===== src/rtl/decode_stage_hz_if.sv =====
// Decode/execute boundary bundle: D-side inputs, E-side registered outputs.
interface decode_stage_hz_if #(
  parameter int unsigned XLEN   = 32,
  parameter int unsigned NREG   = 32,
  parameter int unsigned CTRL_W = 10,
  parameter int unsigned PERF_W = 16
);
  localparam int unsigned AW = $clog2(NREG);

  logic              ValidD;
  logic [31:0]       InstrD;
  logic              UsesRs1D;
  logic              UsesRs2D;
  logic [CTRL_W-1:0] CtrlD;
  logic [XLEN-1:0]   ImmExtD;
  logic [XLEN-1:0]   PCD;
  logic [XLEN-1:0]   PCPlus4D;
  logic              RegWriteW;
  logic [AW-1:0]     RDW;
  logic [XLEN-1:0]   ResultW;
  logic              FlushE;
  logic              StallD;
  logic              ValidE;
  logic [CTRL_W-1:0] CtrlE;
  logic [XLEN-1:0]   RD1_E;
  logic [XLEN-1:0]   RD2_E;
  logic [XLEN-1:0]   ImmExtE;
  logic [AW-1:0]     RS1_E;
  logic [AW-1:0]     RS2_E;
  logic [AW-1:0]     RD_E;
  logic [XLEN-1:0]   PCE;
  logic [XLEN-1:0]   PCPlus4E;
  logic [PERF_W-1:0] StallCount;

  modport master (
    output ValidD, InstrD, UsesRs1D, UsesRs2D, CtrlD, ImmExtD, PCD, PCPlus4D,
    output RegWriteW, RDW, ResultW, FlushE,
    input  StallD, ValidE, CtrlE, RD1_E, RD2_E, ImmExtE, RS1_E, RS2_E, RD_E,
    input  PCE, PCPlus4E, StallCount
  );

  modport slave (
    input  ValidD, InstrD, UsesRs1D, UsesRs2D, CtrlD, ImmExtD, PCD, PCPlus4D,
    input  RegWriteW, RDW, ResultW, FlushE,
    output StallD, ValidE, CtrlE, RD1_E, RD2_E, ImmExtE, RS1_E, RS2_E, RD_E,
    output PCE, PCPlus4E, StallCount
  );
endinterface


===== src/rtl/decode_stage_hz.sv =====
// Decode-to-execute stage: register file with writeback bypass, load-use
// bubble insertion, branch flush of the execute slot and a stall counter.
module decode_stage_hz #(
  parameter int unsigned XLEN     = 32,
  parameter int unsigned NREG     = 32,
  parameter int unsigned CTRL_W   = 10,
  parameter int unsigned LOAD_BIT = 0,
  parameter int unsigned PERF_W   = 16
) (
  input  logic              clk,
  input  logic              rst,
  decode_stage_hz_if.slave  bus
);
  localparam int unsigned AW = $clog2(NREG);

  logic [XLEN-1:0]   rf_q [NREG];
  logic [AW-1:0]     rs1, rs2, rd;
  logic [XLEN-1:0]   rd1, rd2;
  logic              lu;
  logic              stall;

  logic              valid_q;
  logic [CTRL_W-1:0] ctrl_q;
  logic [XLEN-1:0]   rd1_q, rd2_q, imm_q, pc_q, pc4_q;
  logic [AW-1:0]     rs1_q, rs2_q, rd_q;
  logic [PERF_W-1:0] cnt_q;

  assign rs1 = bus.InstrD[15 +: AW];
  assign rs2 = bus.InstrD[20 +: AW];
  assign rd  = bus.InstrD[7 +: AW];

  // Register file write; x0 is never written so it always reads back zero.
  always_ff @(posedge clk or negedge rst) begin
    if (!rst) begin
      for (int i = 0; i < NREG; i++) rf_q[i] <= '0;
    end else if (bus.RegWriteW && bus.RDW != '0) begin
      rf_q[bus.RDW] <= bus.ResultW;
    end
  end

  // Combinational read with same-cycle bypass from writeback.
  always_comb begin
    rd1 = '0;
    rd2 = '0;
    if (rs1 != '0) rd1 = (bus.RegWriteW && bus.RDW == rs1) ? bus.ResultW : rf_q[rs1];
    if (rs2 != '0) rd2 = (bus.RegWriteW && bus.RDW == rs2) ? bus.ResultW : rf_q[rs2];
  end

  // Load in E whose non-zero rd is consumed by the instruction in D.
  always_comb begin
    lu = bus.ValidD && valid_q && ctrl_q[LOAD_BIT] && (rd_q != '0) &&
         ((bus.UsesRs1D && rs1 == rd_q) || (bus.UsesRs2D && rs2 == rd_q));
    // A flush squashes the decode instruction upstream, so no hold is needed.
    stall = lu && !bus.FlushE;
  end

  // E register: flush, bubble and empty decode all just invalidate the slot.
  always_ff @(posedge clk or negedge rst) begin
    if (!rst) begin
      valid_q <= 1'b0;
      ctrl_q  <= '0;
      rd1_q   <= '0;
      rd2_q   <= '0;
      imm_q   <= '0;
      pc_q    <= '0;
      pc4_q   <= '0;
      rs1_q   <= '0;
      rs2_q   <= '0;
      rd_q    <= '0;
    end else if (bus.FlushE || lu || !bus.ValidD) begin
      valid_q <= 1'b0;
      ctrl_q  <= '0;
    end else begin
      valid_q <= 1'b1;
      ctrl_q  <= bus.CtrlD;
      rd1_q   <= rd1;
      rd2_q   <= rd2;
      imm_q   <= bus.ImmExtD;
      pc_q    <= bus.PCD;
      pc4_q   <= bus.PCPlus4D;
      rs1_q   <= rs1;
      rs2_q   <= rs2;
      rd_q    <= rd;
    end
  end

  // Saturating count of load-use stall cycles.
  always_ff @(posedge clk or negedge rst) begin
    if (!rst) begin
      cnt_q <= '0;
    end else if (stall && cnt_q != {PERF_W{1'b1}}) begin
      cnt_q <= cnt_q + 1'b1;
    end
  end

  assign bus.StallD     = stall;
  assign bus.ValidE     = valid_q;
  assign bus.CtrlE      = ctrl_q;
  assign bus.RD1_E      = rd1_q;
  assign bus.RD2_E      = rd2_q;
  assign bus.ImmExtE    = imm_q;
  assign bus.RS1_E      = rs1_q;
  assign bus.RS2_E      = rs2_q;
  assign bus.RD_E       = rd_q;
  assign bus.PCE        = pc_q;
  assign bus.PCPlus4E   = pc4_q;
  assign bus.StallCount = cnt_q;
endmodule


===== src/flat_wrapper.sv =====
// flat-port wrapper written by rule: the top's interface ports become plain ports
module decode_stage_hz_flat 
#(
  parameter int unsigned XLEN     = 32,
  parameter int unsigned NREG     = 32,
  parameter int unsigned CTRL_W   = 10,
  parameter int unsigned LOAD_BIT = 0,
  parameter int unsigned PERF_W   = 16
)
  (clk, rst, bus_ValidD, bus_InstrD, bus_UsesRs1D, bus_UsesRs2D, bus_CtrlD, bus_ImmExtD, bus_PCD, bus_PCPlus4D, bus_RegWriteW, bus_RDW, bus_ResultW, bus_FlushE, bus_StallD, bus_ValidE, bus_CtrlE, bus_RD1_E, bus_RD2_E, bus_ImmExtE, bus_RS1_E, bus_RS2_E, bus_RD_E, bus_PCE, bus_PCPlus4E, bus_StallCount);
  decode_stage_hz_if #(.XLEN(XLEN), .NREG(NREG), .CTRL_W(CTRL_W), .PERF_W(PERF_W)) bus_i ();
  input  logic clk;
  input  logic rst;
  input wire logic [$bits(bus_i.ValidD)-1:0] bus_ValidD;
  input wire logic [$bits(bus_i.InstrD)-1:0] bus_InstrD;
  input wire logic [$bits(bus_i.UsesRs1D)-1:0] bus_UsesRs1D;
  input wire logic [$bits(bus_i.UsesRs2D)-1:0] bus_UsesRs2D;
  input wire logic [$bits(bus_i.CtrlD)-1:0] bus_CtrlD;
  input wire logic [$bits(bus_i.ImmExtD)-1:0] bus_ImmExtD;
  input wire logic [$bits(bus_i.PCD)-1:0] bus_PCD;
  input wire logic [$bits(bus_i.PCPlus4D)-1:0] bus_PCPlus4D;
  input wire logic [$bits(bus_i.RegWriteW)-1:0] bus_RegWriteW;
  input wire logic [$bits(bus_i.RDW)-1:0] bus_RDW;
  input wire logic [$bits(bus_i.ResultW)-1:0] bus_ResultW;
  input wire logic [$bits(bus_i.FlushE)-1:0] bus_FlushE;
  output wire logic [$bits(bus_i.StallD)-1:0] bus_StallD;
  output wire logic [$bits(bus_i.ValidE)-1:0] bus_ValidE;
  output wire logic [$bits(bus_i.CtrlE)-1:0] bus_CtrlE;
  output wire logic [$bits(bus_i.RD1_E)-1:0] bus_RD1_E;
  output wire logic [$bits(bus_i.RD2_E)-1:0] bus_RD2_E;
  output wire logic [$bits(bus_i.ImmExtE)-1:0] bus_ImmExtE;
  output wire logic [$bits(bus_i.RS1_E)-1:0] bus_RS1_E;
  output wire logic [$bits(bus_i.RS2_E)-1:0] bus_RS2_E;
  output wire logic [$bits(bus_i.RD_E)-1:0] bus_RD_E;
  output wire logic [$bits(bus_i.PCE)-1:0] bus_PCE;
  output wire logic [$bits(bus_i.PCPlus4E)-1:0] bus_PCPlus4E;
  output wire logic [$bits(bus_i.StallCount)-1:0] bus_StallCount;
  assign bus_i.ValidD = bus_ValidD;
  assign bus_i.InstrD = bus_InstrD;
  assign bus_i.UsesRs1D = bus_UsesRs1D;
  assign bus_i.UsesRs2D = bus_UsesRs2D;
  assign bus_i.CtrlD = bus_CtrlD;
  assign bus_i.ImmExtD = bus_ImmExtD;
  assign bus_i.PCD = bus_PCD;
  assign bus_i.PCPlus4D = bus_PCPlus4D;
  assign bus_i.RegWriteW = bus_RegWriteW;
  assign bus_i.RDW = bus_RDW;
  assign bus_i.ResultW = bus_ResultW;
  assign bus_i.FlushE = bus_FlushE;
  assign bus_StallD = bus_i.StallD;
  assign bus_ValidE = bus_i.ValidE;
  assign bus_CtrlE = bus_i.CtrlE;
  assign bus_RD1_E = bus_i.RD1_E;
  assign bus_RD2_E = bus_i.RD2_E;
  assign bus_ImmExtE = bus_i.ImmExtE;
  assign bus_RS1_E = bus_i.RS1_E;
  assign bus_RS2_E = bus_i.RS2_E;
  assign bus_RD_E = bus_i.RD_E;
  assign bus_PCE = bus_i.PCE;
  assign bus_PCPlus4E = bus_i.PCPlus4E;
  assign bus_StallCount = bus_i.StallCount;
  decode_stage_hz #(.XLEN(XLEN), .NREG(NREG), .CTRL_W(CTRL_W), .LOAD_BIT(LOAD_BIT), .PERF_W(PERF_W)) u_core (.clk(clk), .rst(rst), .bus(bus_i));
endmodule

===== config.mk =====
export PLATFORM = sky130hd
export DESIGN_NAME = decode_stage_hz_flat
export DESIGN_NICKNAME = d
export VERILOG_FILES = /design/src/rtl/decode_stage_hz_if.sv /design/src/rtl/decode_stage_hz.sv /design/src/flat_wrapper.sv
export SDC_FILE = /design/constraint.sdc
export NUM_CORES = 2
export LEC_CHECK = 0
export BUFFER_PORTS_ARGS = -buffer_cell sky130_fd_sc_hd__buf_2
export CORE_MARGIN = 1.5
export CORE_UTILIZATION = 65
export CTS_BUF_LIST = sky130_fd_sc_hd__clkbuf_4 sky130_fd_sc_hd__clkbuf_8
export CTS_CLUSTER_DIAMETER = 50
export CTS_CLUSTER_SIZE = 24
export DETAILED_ROUTE_END_ITERATION = 7
export PLACE_DENSITY = 0.88
export SETUP_SLACK_MARGIN = 0.5
export SYNTH_ARGS = -nofsm -noshare
export SYNTH_HDL_FRONTEND = slang
export SYNTH_SLANG_ARGS = --single-unit

===== constraint.sdc =====
create_clock -name clk -period 4.1 [get_ports clk]
set_input_delay 0.205 -clock clk [delete_from_list [all_inputs] [get_ports clk]]
set_output_delay 0.205 -clock clk [all_outputs]
set_load 0.005 [all_outputs]

# [Word level (Yosys, flattened, before mapping)]
# Index checks and enable logic that the tools add are counted.
[classes] n_lt_le_gt_ge=4 n_bitwise=3 n_mux=15 reduce_logical=21 eq_ne=5 addsub=1
[op_table] operator="1024-bit bitwise mux" count=1
[op_table] operator="32-bit binary-select mux with 5-bit select" count=2
[op_table] operator="32-bit 2-to-1 mux" count=9
[op_table] operator="32-bit demux with 5-bit select" count=1
[op_table] operator="5-bit equality test" count=4
[op_table] operator="5-bit nonzero test" count=4
[op_table] operator="6-bit greater-or-equal comparator (second input constant)" count=3
[op_table] operator="5-bit NOT with 6-bit output" count=3
[op_table] operator="16-bit by 1-bit adder with 16-bit output (second input constant)" count=1
[op_table] operator="16-bit inequality test (second input constant)" count=1
[op_table] operator="1-bit logical AND" count=12
[op_table] operator="10-bit 2-to-1 mux" count=1
[op_table] operator="6-bit by 1-bit less-than comparator with 1-bit output (second input constant)" count=1
[op_table] operator="1-bit logical OR" count=3
[op_table] operator="1-bit zero test" count=2
[op_table] operator="1-bit 2-to-1 mux" count=1
[word_totals] register_bits=1226 word_cells=92 out_inout_bits=203

# [Logic depth before layout (Yosys ltp)]
[depth] word_depth=7 depth_mapped=10

# [Least setup slack after synthesis]
# No wires, ideal clock.
[synth_path] path_kind="input-to-reg" startpoint="in bus_InstrD[22]" endpoint="reg u_core.rd2_q[10], in the netlist u_core.bus.RD2_E[10]" t_arrival_ns=2.016 slack_ns=1.946 path_stages=7 n_path_buf=3 setup_time_ns=0.138 cell_sequence="buf_2 clkbuf_1 buf_1 mux4_2 mux4_2 mux2i_1 o221ai_1"
[synth_between] elab_chain_cells=6 word_cells_on_any_way=15
[synth_lines] item="from (decl)" line="flat_wrapper.sv:15" source="input wire logic [$bits(bus_i.InstrD)-1:0] bus_InstrD;"
[synth_lines] item="5-bit NOT with 6-bit output (implied by the code) / 5-bit equality test (equally long branches)" line="decode_stage_hz.sv:46, decode_stage_hz.sv:52"
[synth_lines] item="32-bit binary-select mux with 5-bit select / 1-bit logical AND (equally long branches)" line="decode_stage_hz.sv:46, decode_stage_hz.sv:52"
[synth_lines] item="32-bit 2-to-1 mux (implied by the code) / 1-bit logical OR (equally long branches)" line="decode_stage_hz.sv:46, decode_stage_hz.sv:52"
[synth_lines] item="32-bit 2-to-1 mux (implied by the code) / 1-bit logical AND (equally long branches)" line="decode_stage_hz.sv:46, decode_stage_hz.sv:51"
[synth_lines] item="32-bit 2-to-1 mux / 1-bit logical OR (equally long branches) (2 in series)" line="decode_stage_hz.sv:46, decode_stage_hz.sv:70"
[synth_lines] item="to (signal assigned)" line="decode_stage_hz.sv:77" source="rd2_q <= rd2;"
[synth_lines] item="to (decl)" line="decode_stage_hz.sv:24" source="logic [XLEN-1:0] rd1_q, rd2_q, imm_q, pc_q, pc4_q;"
# Parallel ways exist; a longest one is shown, timed or not. The select of a mux whose other input is x is not followed.
# A chain may end at the register's enable or synchronous reset.

# [Worst setup path in the final report]
[layout_path] startpoint="reg u_core.rd_q[2], in the netlist u_core.bus.RD_E[2]" endpoint="reg u_core.rd1_q[30], in the netlist u_core.bus.RD1_E[30]"
[layout_between] elab_chain_cells=6 word_cells_on_any_way=10
[layout_lines] item="from (decl)" line="decode_stage_hz.sv:25" source="logic [AW-1:0] rs1_q, rs2_q, rd_q;"
[layout_lines] item="from (signal assigned)" line="decode_stage_hz.sv:83" source="rd_q <= rd;"
[layout_lines] item="5-bit equality test" line="decode_stage_hz.sv:52" source="((bus.UsesRs1D && rs1 == rd_q) || (bus.UsesRs2D && rs2 == rd_q));"
[layout_lines] item="1-bit logical AND" line="decode_stage_hz.sv:52"
[layout_lines] item="1-bit logical OR" line="decode_stage_hz.sv:52"
[layout_lines] item="1-bit logical AND *" line="decode_stage_hz.sv:51" source="lu = bus.ValidD && valid_q && ctrl_q[LOAD_BIT] && (rd_q != '0) &&"
[layout_lines] item="1-bit logical OR * (2 in series)" line="decode_stage_hz.sv:70" source="end else if (bus.FlushE || lu || !bus.ValidD) begin"
[layout_lines] item="to (signal assigned)" line="decode_stage_hz.sv:76" source="rd1_q <= rd1;"
[layout_lines] item="to (decl)" line="decode_stage_hz.sv:24"
# Every way passes the cells marked *; elsewhere a longest branch is shown, timed or not.

==> results.py <==
metrics = {
    "worst_setup_path": {
        "cp_num_buf_inv": 3,
        "endpoint_kind": "flip-flop",
        "ff2ff_path_depth": 9,
        "arrival_ns": 4.52,
        "crit_top_cell": "dlygate4sd3_1",
        "path_cells": "xor2_1 -> nor4_4 -> a32oi_1 -> or2_1 -> buf_4 -> o2111ai_1 -> dlygate4sd3_1 -> o21ai_1 -> dlygate4sd3_1",
        "critPathMaxFanout": 17,
        "worst-path-stages": 9,
        "cp_data_required_time_ns": 4.90,
        "slowest_delay_ns": 0.59,
        "critPathKind": "reg -> reg",
        "crit_family": "buffers and inverters",
        "cpMaxStageDelayCell": "dlygate4sd3_1",
        "crit_path_start_kind": "flip-flop",
    },
    "final_layout": {
        "final_common_cell": "dfrtp_1",
        "drive_gt1_frac": 0.424,
        "final_cells": 5921,
        "final_cell_mix": "dfrtp_1, mux2_2, mux4_2",
        "num-nets-final": 4755,
        "fin_area_mm2": 0.0678,
        "fillers": 5177,
        "multiInputGateArea_mm2": 0.0283,
        "regArea_mm2": 0.0307,
        "area_delta_synth_final_pct": 11.6,
    },
    "synth": {
        "synth_seq_area_share": 0.505,
        "yosys.area.top_type": "dfrtp_1",
        "synth_area_leaders": "dfrtp_1, mux4_2, mux2_2",
        "synth_async_sr_flop_share": 1.00,
        "yosys_warnings": 0,
        "ys_types": 48,
        "synth_seq_cells": 1226,
        "synthesis.area_mm2": 0.0608,
        "syn_avg_cell_area_um2": 14.2,
        "synth_ff_type": "dfrtp_1",
        "syn-instance-count": 4275,
        "synth.net_count": 4458,
        "synth-edff-count": 0,
        "netlist.area_leader.share": 0.505,
    },
    "sta": {
        "finalMaxSlewViolations": 0,
        "rsz0062_at_grt": "no",
        "fin_skew_ns": 0.0600,
        "finalHoldViolations": 0,
        "max_freq_mhz": 269,
        "fin_ws_ns": 0.385,
        "max-slew-margin-rel": 0.250,
        "setup_viol": 0,
        "finalCritPeriodShare": 0.906,
        "finalSetupTns_ns": 0,
        "timing_worst_slew_pin_value_ns": 1.12,
        "fin_crit_ns": 3.71,
    },
    "place": {
        "place_inst": 5566,
        "port_buffers": 367,
        "dp_hpwl_mm": 106,
        "place_congestion": 0.836,
        "place_ws_ns": 0.987,
        "placed_area_mm2": 0.0638,
    },
    "clock_network": {
        "cts_setup_buffers": 0,
        "clk_pin_slew_ns": 0.12,
        "clk_latency_ns": 0.85,
        "cts_root_buf": "clkbuf_8",
        "clockBufferDepth": 3,
        "htreeDepth": 3,
        "cts-buffers-inserted": 102,
        "clock_sinks": 1226,
        "cts_tree": "built",
    },
    "die": {
        "pin_count": 385,
        "die_area_mm2": 0.0954,
        "placement_rows": 112,
        "die_y_um": 309,
        "core_area_mm2": 0.0930,
        "die_x_um": 309,
        "initial_core_util": 0.654,
    },
    "detailed_routing": {
        "viasPerCell": 7.32,
        "drc": 3,
        "initialDrtViolationCount": 6085,
        "wl_per_cell_um": 31.7,
        "detail-route-antenna-nets": 0,
        "routed_wl_mm": 188,
        "first_pass_iters": 8,
        "vias": 43341,
    },
    "power": {
        "p_leak_nw": 29.7,
        "p_per_area_mw_per_mm2": 456,
        "ir_drop_uv": 269,
    },
    "global_route": {
        "grtUsageTotal": 0.402,
        "grt_pass1_wl_mm": 283,
        "grt_max_degree": 152,
        "antenna_found_initial": 9,
        "grt_pass1_vias": 45856,
        "grt_overflow": 0,
    },
    "run": {
        "cap_viol_max_count": 0,
    },
    "min_path": {
        "whs_path_depth": 5,
        "hold_path_class": "in -> reg",
    },
    "outcome": {
        "status": "finished with violations",
        "violations": "DRC",
    },
}
[layer usage]
layer,part of all wire,track usage
met5,0.00025,0
met4,0.085,0.298
met3,0.14,0.137
met2,0.46,0.601
met1,0.32,0.490
[worst paths after layout]
path                               startpoint                      end  slack [ns]
hold / removal                 bus_InstrD[19]     u_core.bus.RD1_E[29]        0.05
min in group asynchronous                 rst  u_core.bus.PCPlus4E[12]        0.07
hold reg to reg             u_core.rf_q[1011]        u_core.rf_q[1011]        0.41
setup / recovery           u_core.bus.RD_E[2]     u_core.bus.RD1_E[30]        0.39
setup reg to reg           u_core.bus.RD_E[2]     u_core.bus.RD1_E[30]        0.39
max in group asynchronous                 rst         u_core.rf_q[227]        2.81
[Yosys cell counts (3+ instances only)]
library cell / instances
nand3b_1: 4
mux2_1: 4
buf_4: 25
nor3_1: 6
nand4_1: 5
mux2_2: 636
and3_1: 17
inv_1: 36
o21ai_0: 469
nand3_1: 17
xnor2_1: 15
buf_6: 7
xor2_1: 19
mux4_2: 634
a21oi_1: 6
nor4_1: 5
mux2i_1: 65
clkbuf_1: 289
o221ai_1: 61
dfrtp_1: 1226
buf_2: 87
nand2_1: 555
buf_1: 25
or2_2: 3
nor3b_1: 5
nor2_1: 26
[report_power, final]
part	switching, W	internal [W]	total, W
Combinational	0.00291	0.00393	0.00684
Sequential	0.00180	0.0143	0.0161
Clock	0.00490	0.00316	0.00806
[area by class of cell]
| type | count | area share |
|---|---|---|
| Sequential cell | 1226 | 0.452 |
| Multi-Input combinational cell | 2579 | 0.417 |
| Timing Repair Buffer | 626 | 0.0686 |
| Clock buffer | 115 | 0.0231 |
| Tap cell | 1254 | 0.0231 |
| Clock inverter | 77 | 0.0134 |
| Inverter | 37 | 0.00212 |
| Antenna cell | 7 | 0.000258 |
[cells by family (layout without fill, tap and decap cells)]
kind of cell / after synthesis / after routing / synth area share
AO/OA/AOI/OAI: 549 / 549 / 0.0497
XOR/XNOR: 34 / 34 / 0.00490
adder cells (fa/ha/maj): 1 / 1 / 0.000206
buffers and inverters: 470 / 855 / 0.0332
flip-flops: 1226 / 1226 / 0.505
multiplexers: 1339 / 1339 / 0.364
other: 0 / 7 / 0
AND/OR/NAND/NOR: 656 / 656 / 0.0435
[per-stage QoR]
stage          hold slack (ns)  total power (W)  utilization
2_1_floorplan          -0.0906           0.0202            -
3_3_place_gp             0.325           0.0220        0.685
3_5_place_dp             0.331           0.0226        0.685
4_1_cts                 0.0191           0.0306        0.729
5_1_grt                  0.117           0.0321        0.729
6_report                0.0504           0.0310        0.729
[worst min-delay path: stages]
cell and delay [ns]:
buf_2 0.21, a2111oi_0 0.10, a21oi_1 0.13, o21ai_0 0.09, o221ai_1 0.14
[state kept, by name, summed over array words and instances (netlist names)]
name and count:
u_core.bus.ImmExtE 32, u_core.bus.StallCount 16, u_core.bus.CtrlE 10, u_core.bus.PCE 32, u_core.bus.ValidE 1, u_core.bus.PCPlus4E 32, u_core.bus.RD1_E 32, u_core.bus.RD_E 5
u_core.rf_q 1024, u_core.bus.RS1_E 5, u_core.bus.RS2_E 5, u_core.bus.RD2_E 32
[timing repair]
action | in CTS | in global routing
gates resized for setup | 0 | 3
endpoints found under the setup margin | 0 | 54
hold endpoints to repair | 753 | 0
hold buffers | 156 | 0
No activity file was read; power rests on OpenSTA's default activity.
